## config.mk

```make
export PLATFORM = sky130hd
export DESIGN_NAME = poly_square_synth_flat
export DESIGN_NICKNAME = d
export VERILOG_FILES = /design/src/rtl/poly_square_synth_pkg.sv /design/src/rtl/poly_square_synth_if.sv /design/src/rtl/poly_square_synth_voice_osc.sv /design/src/rtl/poly_square_synth.sv /design/src/flat_wrapper.sv
export SDC_FILE = /design/constraint.sdc
export NUM_CORES = 1
export LEC_CHECK = 0
export ABC_AREA = 1
export CAP_MARGIN = 20
export CORE_MARGIN = 2
export CORE_UTILIZATION = 30
export DETAILED_ROUTE_END_ITERATION = 8
export SLEW_MARGIN = 40
export SYNTH_ARGS = -nofsm -noshare
export SYNTH_HDL_FRONTEND = slang
export SYNTH_HIERARCHICAL = 1
export SYNTH_SLANG_ARGS = --single-unit
```

## constraint.sdc

```tcl
create_clock -name clk -period 5.6 [get_ports clk]
set_input_delay 1.12 -clock clk [delete_from_list [all_inputs] [get_ports clk]]
set_output_delay 1.12 -clock clk [all_outputs]
set_load 0.01 [all_outputs]
```

## src/rtl/poly_square_synth_pkg.sv

```systemverilog
// Shared types and sizing helpers for the poly_square_synth oscillator bank and mixer.
package poly_synth_pkg;

    typedef enum logic [1:0] {
        IDLE   = 2'd0,
        ACCUM  = 2'd1,
        OUTPUT = 2'd2
    } state_e;

    function automatic int acc_w(input int sample_w, input int num_voices);
        return sample_w + $clog2(num_voices);
    endfunction

    // Left shift that places a full-scale amplitude just below the sample MSB.
    function automatic int amp_shift(input int sample_w, input int amp_w);
        return sample_w - 1 - amp_w;
    endfunction

endpackage

```

## src/rtl/poly_square_synth_if.sv

```systemverilog
// Sample stream between the synthesiser (master) and the I2S controller (slave).
interface poly_square_synth_if #(
    parameter int SAMPLE_W = 16
) ();
    logic signed [SAMPLE_W-1:0] sample_out;
    logic                       sample_valid;
    logic                       sample_ready;
    logic                       overrun;

    modport master (output sample_out, output sample_valid, output overrun, input sample_ready);
    modport slave  (input sample_out, input sample_valid, input overrun, output sample_ready);
endinterface

```

## src/rtl/poly_square_synth_voice_osc.sv

```systemverilog
// voice_osc: one square oscillator holding its active config, phase counter and the
// hi/lo level captured on each sample tick; presents a signed contribution to the mixer.
module voice_osc
    import poly_synth_pkg::*;
#(
    parameter int PERIOD_W = 16,
    parameter int AMP_W    = 12,
    parameter int SAMPLE_W = 16
) (
    input  logic                       clk,
    input  logic                       reset,
    input  logic                       tick,
    input  logic                       stg_en,
    input  logic [PERIOD_W-1:0]        stg_period,
    input  logic [PERIOD_W-1:0]        stg_duty,
    input  logic [AMP_W-1:0]           stg_amp,
    output logic signed [SAMPLE_W-1:0] contrib
);
    localparam int S = amp_shift(SAMPLE_W, AMP_W);

    logic                en_q, en_d;
    logic [PERIOD_W-1:0] period_q, period_d;
    logic [PERIOD_W-1:0] duty_q, duty_d;
    logic [PERIOD_W-1:0] phase_q, phase_d;
    logic [AMP_W-1:0]    amp_q, amp_d;
    logic                hi_q, hi_d;

    logic [PERIOD_W-1:0]        phase_start;
    logic [PERIOD_W:0]          phase_inc;
    logic signed [SAMPLE_W-1:0] level;

    // The staged config takes effect on the same tick that steps the phase.
    always_comb begin
        en_d        = en_q;
        period_d    = period_q;
        duty_d      = duty_q;
        amp_d       = amp_q;
        phase_d     = phase_q;
        hi_d        = hi_q;
        phase_start = (stg_en && !en_q) ? '0 : phase_q;
        phase_inc   = {1'b0, phase_start} + {{PERIOD_W{1'b0}}, 1'b1};
        if (tick) begin
            en_d     = stg_en;
            period_d = stg_period;
            duty_d   = stg_duty;
            amp_d    = stg_amp;
            hi_d     = (stg_duty >= stg_period) || (phase_start < stg_duty);
            phase_d  = (phase_inc >= {1'b0, stg_period}) ? '0 : phase_inc[PERIOD_W-1:0];
        end
    end

    always_ff @(posedge clk or negedge reset) begin
        if (!reset) begin
            en_q     <= 1'b0;
            period_q <= '0;
            duty_q   <= '0;
            amp_q    <= '0;
            phase_q  <= '0;
            hi_q     <= 1'b0;
        end else begin
            en_q     <= en_d;
            period_q <= period_d;
            duty_q   <= duty_d;
            amp_q    <= amp_d;
            phase_q  <= phase_d;
            hi_q     <= hi_d;
        end
    end

    always_comb begin
        level = $signed({{(SAMPLE_W-AMP_W){1'b0}}, amp_q} << S);
        if (!en_q || (period_q == '0)) begin
            contrib = '0;
        end else if (hi_q) begin
            contrib = level;
        end else begin
            contrib = -level;
        end
    end

endmodule

```

## src/rtl/poly_square_synth.sv

```systemverilog
// poly_square_synth: tick divider, config staging, voice bank and sequential mixer FSM.
// Define POLY_SYNTH_SATURATE_EN to clamp the mix; otherwise the mix is scaled down by clog2(NUM_VOICES).
module poly_square_synth
    import poly_synth_pkg::*;
#(
    parameter int NUM_VOICES = 4,
    parameter int PERIOD_W   = 16,
    parameter int AMP_W      = 12,
    parameter int SAMPLE_W   = 16,
    parameter int CLK_HZ     = 50_000_000,
    parameter int SAMPLE_HZ  = 48_000
) (
    input  logic                           clk,
    input  logic                           reset,
    input  logic [NUM_VOICES-1:0]          cfg_voice_en,
    input  logic [NUM_VOICES*PERIOD_W-1:0] cfg_period,
    input  logic [NUM_VOICES*PERIOD_W-1:0] cfg_duty,
    input  logic [NUM_VOICES*AMP_W-1:0]    cfg_amp,
    input  logic                           cfg_load,
    poly_square_synth_if.master            smp
);
    localparam int DIV   = CLK_HZ / SAMPLE_HZ;
    localparam int CNT_W = (DIV > 1) ? $clog2(DIV) : 1;
    localparam int ACC_W = acc_w(SAMPLE_W, NUM_VOICES);
    localparam int IDX_W = (NUM_VOICES > 1) ? $clog2(NUM_VOICES) : 1;
    localparam logic [IDX_W-1:0] LAST_IDX = IDX_W'(NUM_VOICES - 1);

`ifdef POLY_SYNTH_SATURATE_EN
    localparam logic signed [ACC_W-1:0] SAT_MAX = {{(ACC_W-SAMPLE_W+1){1'b0}}, {(SAMPLE_W-1){1'b1}}};
    localparam logic signed [ACC_W-1:0] SAT_MIN = {{(ACC_W-SAMPLE_W+1){1'b1}}, {(SAMPLE_W-1){1'b0}}};

    function automatic logic signed [SAMPLE_W-1:0] finalize(input logic signed [ACC_W-1:0] a);
        if (a > SAT_MAX) return SAT_MAX[SAMPLE_W-1:0];
        if (a < SAT_MIN) return SAT_MIN[SAMPLE_W-1:0];
        return SAMPLE_W'(a);
    endfunction
`else
    localparam int MIX_SHIFT = $clog2(NUM_VOICES);

    function automatic logic signed [SAMPLE_W-1:0] finalize(input logic signed [ACC_W-1:0] a);
        return SAMPLE_W'(a >>> MIX_SHIFT);
    endfunction
`endif

    logic [CNT_W-1:0] cnt_q, cnt_d;
    logic             tick;

    logic [NUM_VOICES-1:0]          stg_en_q, stg_en_d;
    logic [NUM_VOICES*PERIOD_W-1:0] stg_period_q, stg_period_d;
    logic [NUM_VOICES*PERIOD_W-1:0] stg_duty_q, stg_duty_d;
    logic [NUM_VOICES*AMP_W-1:0]    stg_amp_q, stg_amp_d;

    state_e                     state_q, state_d;
    logic [IDX_W-1:0]           idx_q, idx_d;
    logic signed [ACC_W-1:0]    acc_q, acc_d, acc_sum;
    logic signed [SAMPLE_W-1:0] sample_q, sample_d;
    logic                       valid_q, valid_d;
    logic                       overrun_q, overrun_d;

    logic signed [SAMPLE_W-1:0] contrib [NUM_VOICES];

    always_comb begin
        tick  = (cnt_q == CNT_W'(DIV - 1));
        cnt_d = tick ? '0 : cnt_q + CNT_W'(1);
    end

    always_comb begin
        stg_en_d     = stg_en_q;
        stg_period_d = stg_period_q;
        stg_duty_d   = stg_duty_q;
        stg_amp_d    = stg_amp_q;
        if (cfg_load) begin
            stg_en_d     = cfg_voice_en;
            stg_period_d = cfg_period;
            stg_duty_d   = cfg_duty;
            stg_amp_d    = cfg_amp;
        end
    end

    for (genvar v = 0; v < NUM_VOICES; v++) begin : g_voice
        voice_osc #(
            .PERIOD_W (PERIOD_W),
            .AMP_W    (AMP_W),
            .SAMPLE_W (SAMPLE_W)
        ) u_voice (
            .clk        (clk),
            .reset      (reset),
            .tick       (tick),
            .stg_en     (stg_en_q[v]),
            .stg_period (stg_period_q[v*PERIOD_W +: PERIOD_W]),
            .stg_duty   (stg_duty_q[v*PERIOD_W +: PERIOD_W]),
            .stg_amp    (stg_amp_q[v*AMP_W +: AMP_W]),
            .contrib    (contrib[v])
        );
    end

    // Ticks only land outside IDLE while a sample is stalled in OUTPUT; those are dropped.
    always_comb begin
        state_d   = state_q;
        idx_d     = idx_q;
        acc_d     = acc_q;
        sample_d  = sample_q;
        valid_d   = valid_q;
        overrun_d = tick && (state_q != IDLE);
        acc_sum   = acc_q + ACC_W'(contrib[idx_q]);
        unique case (state_q)
            IDLE: begin
                if (tick) begin
                    state_d = ACCUM;
                    idx_d   = '0;
                    acc_d   = '0;
                end
            end
            ACCUM: begin
                acc_d = acc_sum;
                if (idx_q == LAST_IDX) begin
                    state_d  = OUTPUT;
                    sample_d = finalize(acc_sum);
                    valid_d  = 1'b1;
                end else begin
                    idx_d = idx_q + IDX_W'(1);
                end
            end
            OUTPUT: begin
                if (smp.sample_ready) begin
                    valid_d = 1'b0;
                    state_d = IDLE;
                end
            end
            default: state_d = IDLE;
        endcase
    end

    always_ff @(posedge clk or negedge reset) begin
        if (!reset) begin
            cnt_q        <= '0;
            stg_en_q     <= '0;
            stg_period_q <= '0;
            stg_duty_q   <= '0;
            stg_amp_q    <= '0;
            state_q      <= IDLE;
            idx_q        <= '0;
            acc_q        <= '0;
            sample_q     <= '0;
            valid_q      <= 1'b0;
            overrun_q    <= 1'b0;
        end else begin
            cnt_q        <= cnt_d;
            stg_en_q     <= stg_en_d;
            stg_period_q <= stg_period_d;
            stg_duty_q   <= stg_duty_d;
            stg_amp_q    <= stg_amp_d;
            state_q      <= state_d;
            idx_q        <= idx_d;
            acc_q        <= acc_d;
            sample_q     <= sample_d;
            valid_q      <= valid_d;
            overrun_q    <= overrun_d;
        end
    end

    assign smp.sample_out   = sample_q;
    assign smp.sample_valid = valid_q;
    assign smp.overrun      = overrun_q;

endmodule

```

## src/flat_wrapper.sv

```systemverilog
// flat-port wrapper written by rule: the top's interface ports become plain ports
module poly_square_synth_flat import poly_synth_pkg::*;
#(
    parameter int NUM_VOICES = 4,
    parameter int PERIOD_W   = 16,
    parameter int AMP_W      = 12,
    parameter int SAMPLE_W   = 16,
    parameter int CLK_HZ     = 50_000_000,
    parameter int SAMPLE_HZ  = 48_000
)
  (clk, reset, cfg_voice_en, cfg_period, cfg_duty, cfg_amp, cfg_load, smp_sample_out, smp_sample_valid, smp_overrun, smp_sample_ready);
  poly_square_synth_if #(.SAMPLE_W(SAMPLE_W)) smp_i ();
  input  logic clk;
  input  logic reset;
  input  logic [NUM_VOICES-1:0] cfg_voice_en;
  input  logic [NUM_VOICES*PERIOD_W-1:0] cfg_period;
  input  logic [NUM_VOICES*PERIOD_W-1:0] cfg_duty;
  input  logic [NUM_VOICES*AMP_W-1:0] cfg_amp;
  input  logic cfg_load;
  output wire logic [$bits(smp_i.sample_out)-1:0] smp_sample_out;
  output wire logic [$bits(smp_i.sample_valid)-1:0] smp_sample_valid;
  output wire logic [$bits(smp_i.overrun)-1:0] smp_overrun;
  input wire logic [$bits(smp_i.sample_ready)-1:0] smp_sample_ready;
  assign smp_sample_out = smp_i.sample_out;
  assign smp_sample_valid = smp_i.sample_valid;
  assign smp_overrun = smp_i.overrun;
  assign smp_i.sample_ready = smp_sample_ready;
  poly_square_synth #(.NUM_VOICES(NUM_VOICES), .PERIOD_W(PERIOD_W), .AMP_W(AMP_W), .SAMPLE_W(SAMPLE_W), .CLK_HZ(CLK_HZ), .SAMPLE_HZ(SAMPLE_HZ)) u_core (.clk(clk), .reset(reset), .cfg_voice_en(cfg_voice_en), .cfg_period(cfg_period), .cfg_duty(cfg_duty), .cfg_amp(cfg_amp), .cfg_load(cfg_load), .smp(smp_i));
endmodule
```

==> summary.md <==
| Metric | Value |
|---|---|
| Status | complete, no violations |
| Peak supply drop | ~0.19 mV |
| CTS Hold Buffers Added | 0 |
| Initial antenna violation count | 2 |
| Core Area | just under 90000 um2 |
| Layout cells sized above 1 | between 15 and 20% |
| Clk buf depth | 3 |
| CTS tree | done |
| DR vias/cell | 4.60 |
| Final HPWL DP | approximately 52000 um |
| # IOs | between 200 and 250 |
| Syn Area/Cell | about 8.4 um2 |
| Worst slew pin tran | 0.805 ns |
| CP dominant cell by count | nand2_1 |
| GRT Overall Usage | between 10% and 20% |
| CP Data Arrival Time | between 4 and 5 ns |
| Setup TNS | 0 ns |
| CTS clk-pin slew, worst paths | 0.06 ns |
| Relative slew slack | between 40% and 50% |
| Crit path to | u_core/g_voice[2].u_voice/phase_q[2] |
| Minimum clock period | around 3.6 ns |
| Antenna-violating nets left | 0 |
| Async SR Flop Fraction | 100% |
| RSZ-0062 raised after global routing | no |
| Ys flop type | dfrtp_1 |
| Worst Setup Slack, final | 1.98 ns |
| Critical path origin | u_core/stg_en_q[2] |
| First-pass detailed-route iteration total | 7 |
| I/O Buffers | approximately 200 |
| Row count | 108 |
| Part of the Yosys area used for sequential elements | 39.2% |
| Worst-path cell chain | inv_2, nor2_4, nor2_1, ha_1, nand2_2, nor2_2, nand3_1, xor2_1, inv_1, ha_1, a21oi_1, nor2_1, nor3_1, nand2_1, nand2_1, nand2_1, nand2_1, nand2_1, nand2_1, nand3_1, nand2_1 |
| Post-route DRC | 0 |
| Root buffer cell | clkbuf_16 |
| Die Area | a little over 90000 um2 |
| Worst reg2reg endpoint | u_core/g_voice[2].u_voice/phase_q[2] |
| Antenna Cells | 0 |
| Via count | roughly 21000 |
| DR iter-0 viols | around 1100 |
| CTS buffer count | between 50 and 60 |
| WL met3 | ~2500 um |
| Final Slew Violations | 0 |
| Yosys reg bits | approximately 420 |
| Pleak | 15.4 nW |
| Max-cap viol count | 0 |
| Netlist cell types | between 40 and 50 |
| Finished Cell Area | ~31000 um2 |
| Pwr dens | 242 nW/um2 |
| PostCTS Resize Cnt | 0 |
| Largest net degree at the start of global routing | 120 |
| Metal2 WL | 31300 um |
| Die extent in x | 301 um |
| Crit end category | flip-flop |
| Setup slack, reg-to-reg | approximately 2 ns |
| Post-route met1 wirelength | 33300 um |
| Post-synth EDFFs | 0 |
| Most common cell after layout, fill and taps aside | nand2_1 |
| Clock Latency Late Sink | approximately 0.59 ns |
| Worst Hold Class | in -> async |
| Starting Density | a little under a third |
| Commonest cells after routing, fill and taps aside | 655 x nand2_1, 442 x inv_1, 414 x dfrtp_1 |
| Overall Power | between 7 and 8 mW |
| Fmax | between 200 and 300 MHz |
| Tcrit/Tclk final | roughly two thirds |
| Critical Path Start Type | flip-flop |
| CTS H-tree lvls | 2 |
| Worst-path maximum fanout | 16 |
| Final setup fails | 0 |
| Routed WL | a little under 70000 um |
| Chip Height | approximately 300 um |
| Fin. Hold Viols | 0 |
| Syn Std Cell Area | ~26000 um2 |
| Drt wl/cell | around 15 um |
| Post-Place Cell Area | slightly below 30000 um2 |
| Setup Fix Bufs, Post-CTS | 0 |
| RD Place Congestion | roughly 0.84 |
| Clk sinks | around 420 |
| First-pass GRT wire length | ~110000 um |
| Area growth, synth to finish | 18.7% |
| Max stage delay on crit path | 0.56 ns |
| Yosys Warn Count | 6 |
| R2r startpoint | u_core/stg_en_q[2] |
| Top Layer Used | met5 |
| Clk_skew | 0.0166 ns |
| Worst-path cell with the longest stage delay | nand2_1 |
| Post-Place Setup Slack | ~2 ns |
| Grt total ovfl | 0 |
| Final net count | 3739 |
| Vias in the first global route | around 21000 |
| CP Data Required Time | around 6 ns |
| CP Class | reg -> reg |
| Reg2reg path depth | 21 |
| Gate Count Post-Synth | approximately 3200 |
==> metrics by stage <==
stage,utilization (%),std cells,hold slack [ns]
3_3_place_gp,33.9,4439,0.465
3_5_place_dp,33.9,4440,0.467
4_1_cts,36.0,4533,0.391
5_1_grt,36.0,4533,0.402
2_1_floorplan,-,3167,0.445
6_report,36.0,4533,0.420
==> power by group <==
part	total, mW	internal [mW]	switching [mW]
combinational	0.783	0.382	0.402
clock	3.58	2.22	1.35
sequential	3.25	3.13	0.121
==> kinds of logic (layout without fill, tap and decap cells) <==
| family | count (synthesis) | after routing | share of synthesized area (%) |
|---|---|---|---|
| buffers and inverters | 591 | 802 | 9.25 |
| AO/OA/AOI/OAI | 367 | 367 | 7.54 |
| AND/OR/NAND/NOR | 1328 | 1328 | 24.1 |
| multiplexers | 180 | 180 | 7.66 |
| adder cells (fa/ha/maj) | 217 | 217 | 10.3 |
| flip-flops | 415 | 415 | 39.2 |
| XOR/XNOR | 57 | 57 | 1.89 |
| other | 4 | 12 | 0.0567 |
==> worst min path at each step <==
stage / to / slack (ns) / cells past startpoint
global route: u_core/stg_duty_q[7] / 0.40 / 1
global placement: u_core/smp.sample_out[13] / 0.46 / 2
detailed placement: u_core/smp.sample_out[12] / 0.47 / 2
floorplan: u_core/g_voice[0].u_voice/amp_q[4] / 0.45 / 2
finish: u_core/stg_duty_q[7] / 0.42 / 1
CTS: u_core/stg_duty_q[8] / 0.39 / 1
==> flip-flops by register name (all words and copies together), names as in the netlist <==
register	count
u_core/cnt_q	11
u_core/state_q	2
u_core/idx_q	2
u_core/g_voice.u_voice/amp_q	48
u_core/smp.sample_valid	1
u_core/acc_q	18
u_core/stg_en_q	4
u_core/g_voice.u_voice/phase_q	64
u_core/g_voice.u_voice/period_q	64
u_core/stg_period_q	64
u_core/smp.sample_out	16
u_core/g_voice.u_voice/en_q	4
u_core/g_voice.u_voice/hi_q	4
u_core/stg_duty_q	64
u_core/smp.overrun	1
u_core/stg_amp_q	48
==> per-layer routing <==
metal,vias to the layer above,track usage (%)
li1,10500,-
met1,9878,21.4
met2,349,24.8
met3,91,2.17
met4,2,3.74
met5,-,0
==> cells in the mapped netlist (2+ instances only) <==
cell type	n	share of area (%)
clkbuf_1	38	0.54
nand3_1	114	2.2
ha_1	216	10
nor2_1	234	3.3
nand2_4	20	0.85
clkinv_1	9	0.13
conb_1	4	0.057
a22o_1	2	0.066
nor3_4	4	0.25
nor3_2	5	0.19
nand2_2	56	1.3
mux2_2	180	7.7
buf_1	2	0.028
clkbuf_8	4	0.21
dlygate4sd1_1	4	0.13
nand2_1	655	9.3
inv_4	2	0.047
a31oi_4	4	0.32
nor4_1	4	0.095
o41ai_1	4	0.13
nor2_8	2	0.15
o22ai_1	19	0.45
nand3_2	56	2.1
a21oi_1	116	2.2
buf_4	17	0.48
xnor2_1	5	0.17
buf_6	9	0.38
nor2_2	40	0.95
inv_2	37	0.52
nand4_1	28	0.66
o21a_1	5	0.14
or2_2	6	0.14
o21ai_0	206	3.9
nor3_1	67	1.3
xor2_1	52	1.7
nand3b_1	9	0.26
and2_1	2	0.047
nor2_4	21	0.89
a211oi_1	8	0.23
inv_1	443	6.3
buf_2	26	0.49
nor3b_1	5	0.14
dfrtp_1	415	39
==> critical path, delay by kind of cell, from the launching register on <==
| family | cells | cell delay (ns) |
|---|---|---|
| AO/OA/AOI/OAI | 1 | 0.15 |
| buffers and inverters | 2 | 0.14 |
| adder cells (fa/ha/maj) | 2 | 0.54 |
| XOR/XNOR | 1 | 0.20 |
| AND/OR/NAND/NOR | 15 | 2.09 |
| flip-flops | 1 | 0.45 |
==> area by class of cell <==
class	instances	area [um2]
clock buffer	69	1490
sequential	415	10400
timing repair buffer	218	2210
clock inverter	24	347
inverter	491	1850
multi-input combinational	2161	13700
tap	1155	1450
fill	9020	55700
Power figures use the tool's default switching activity.
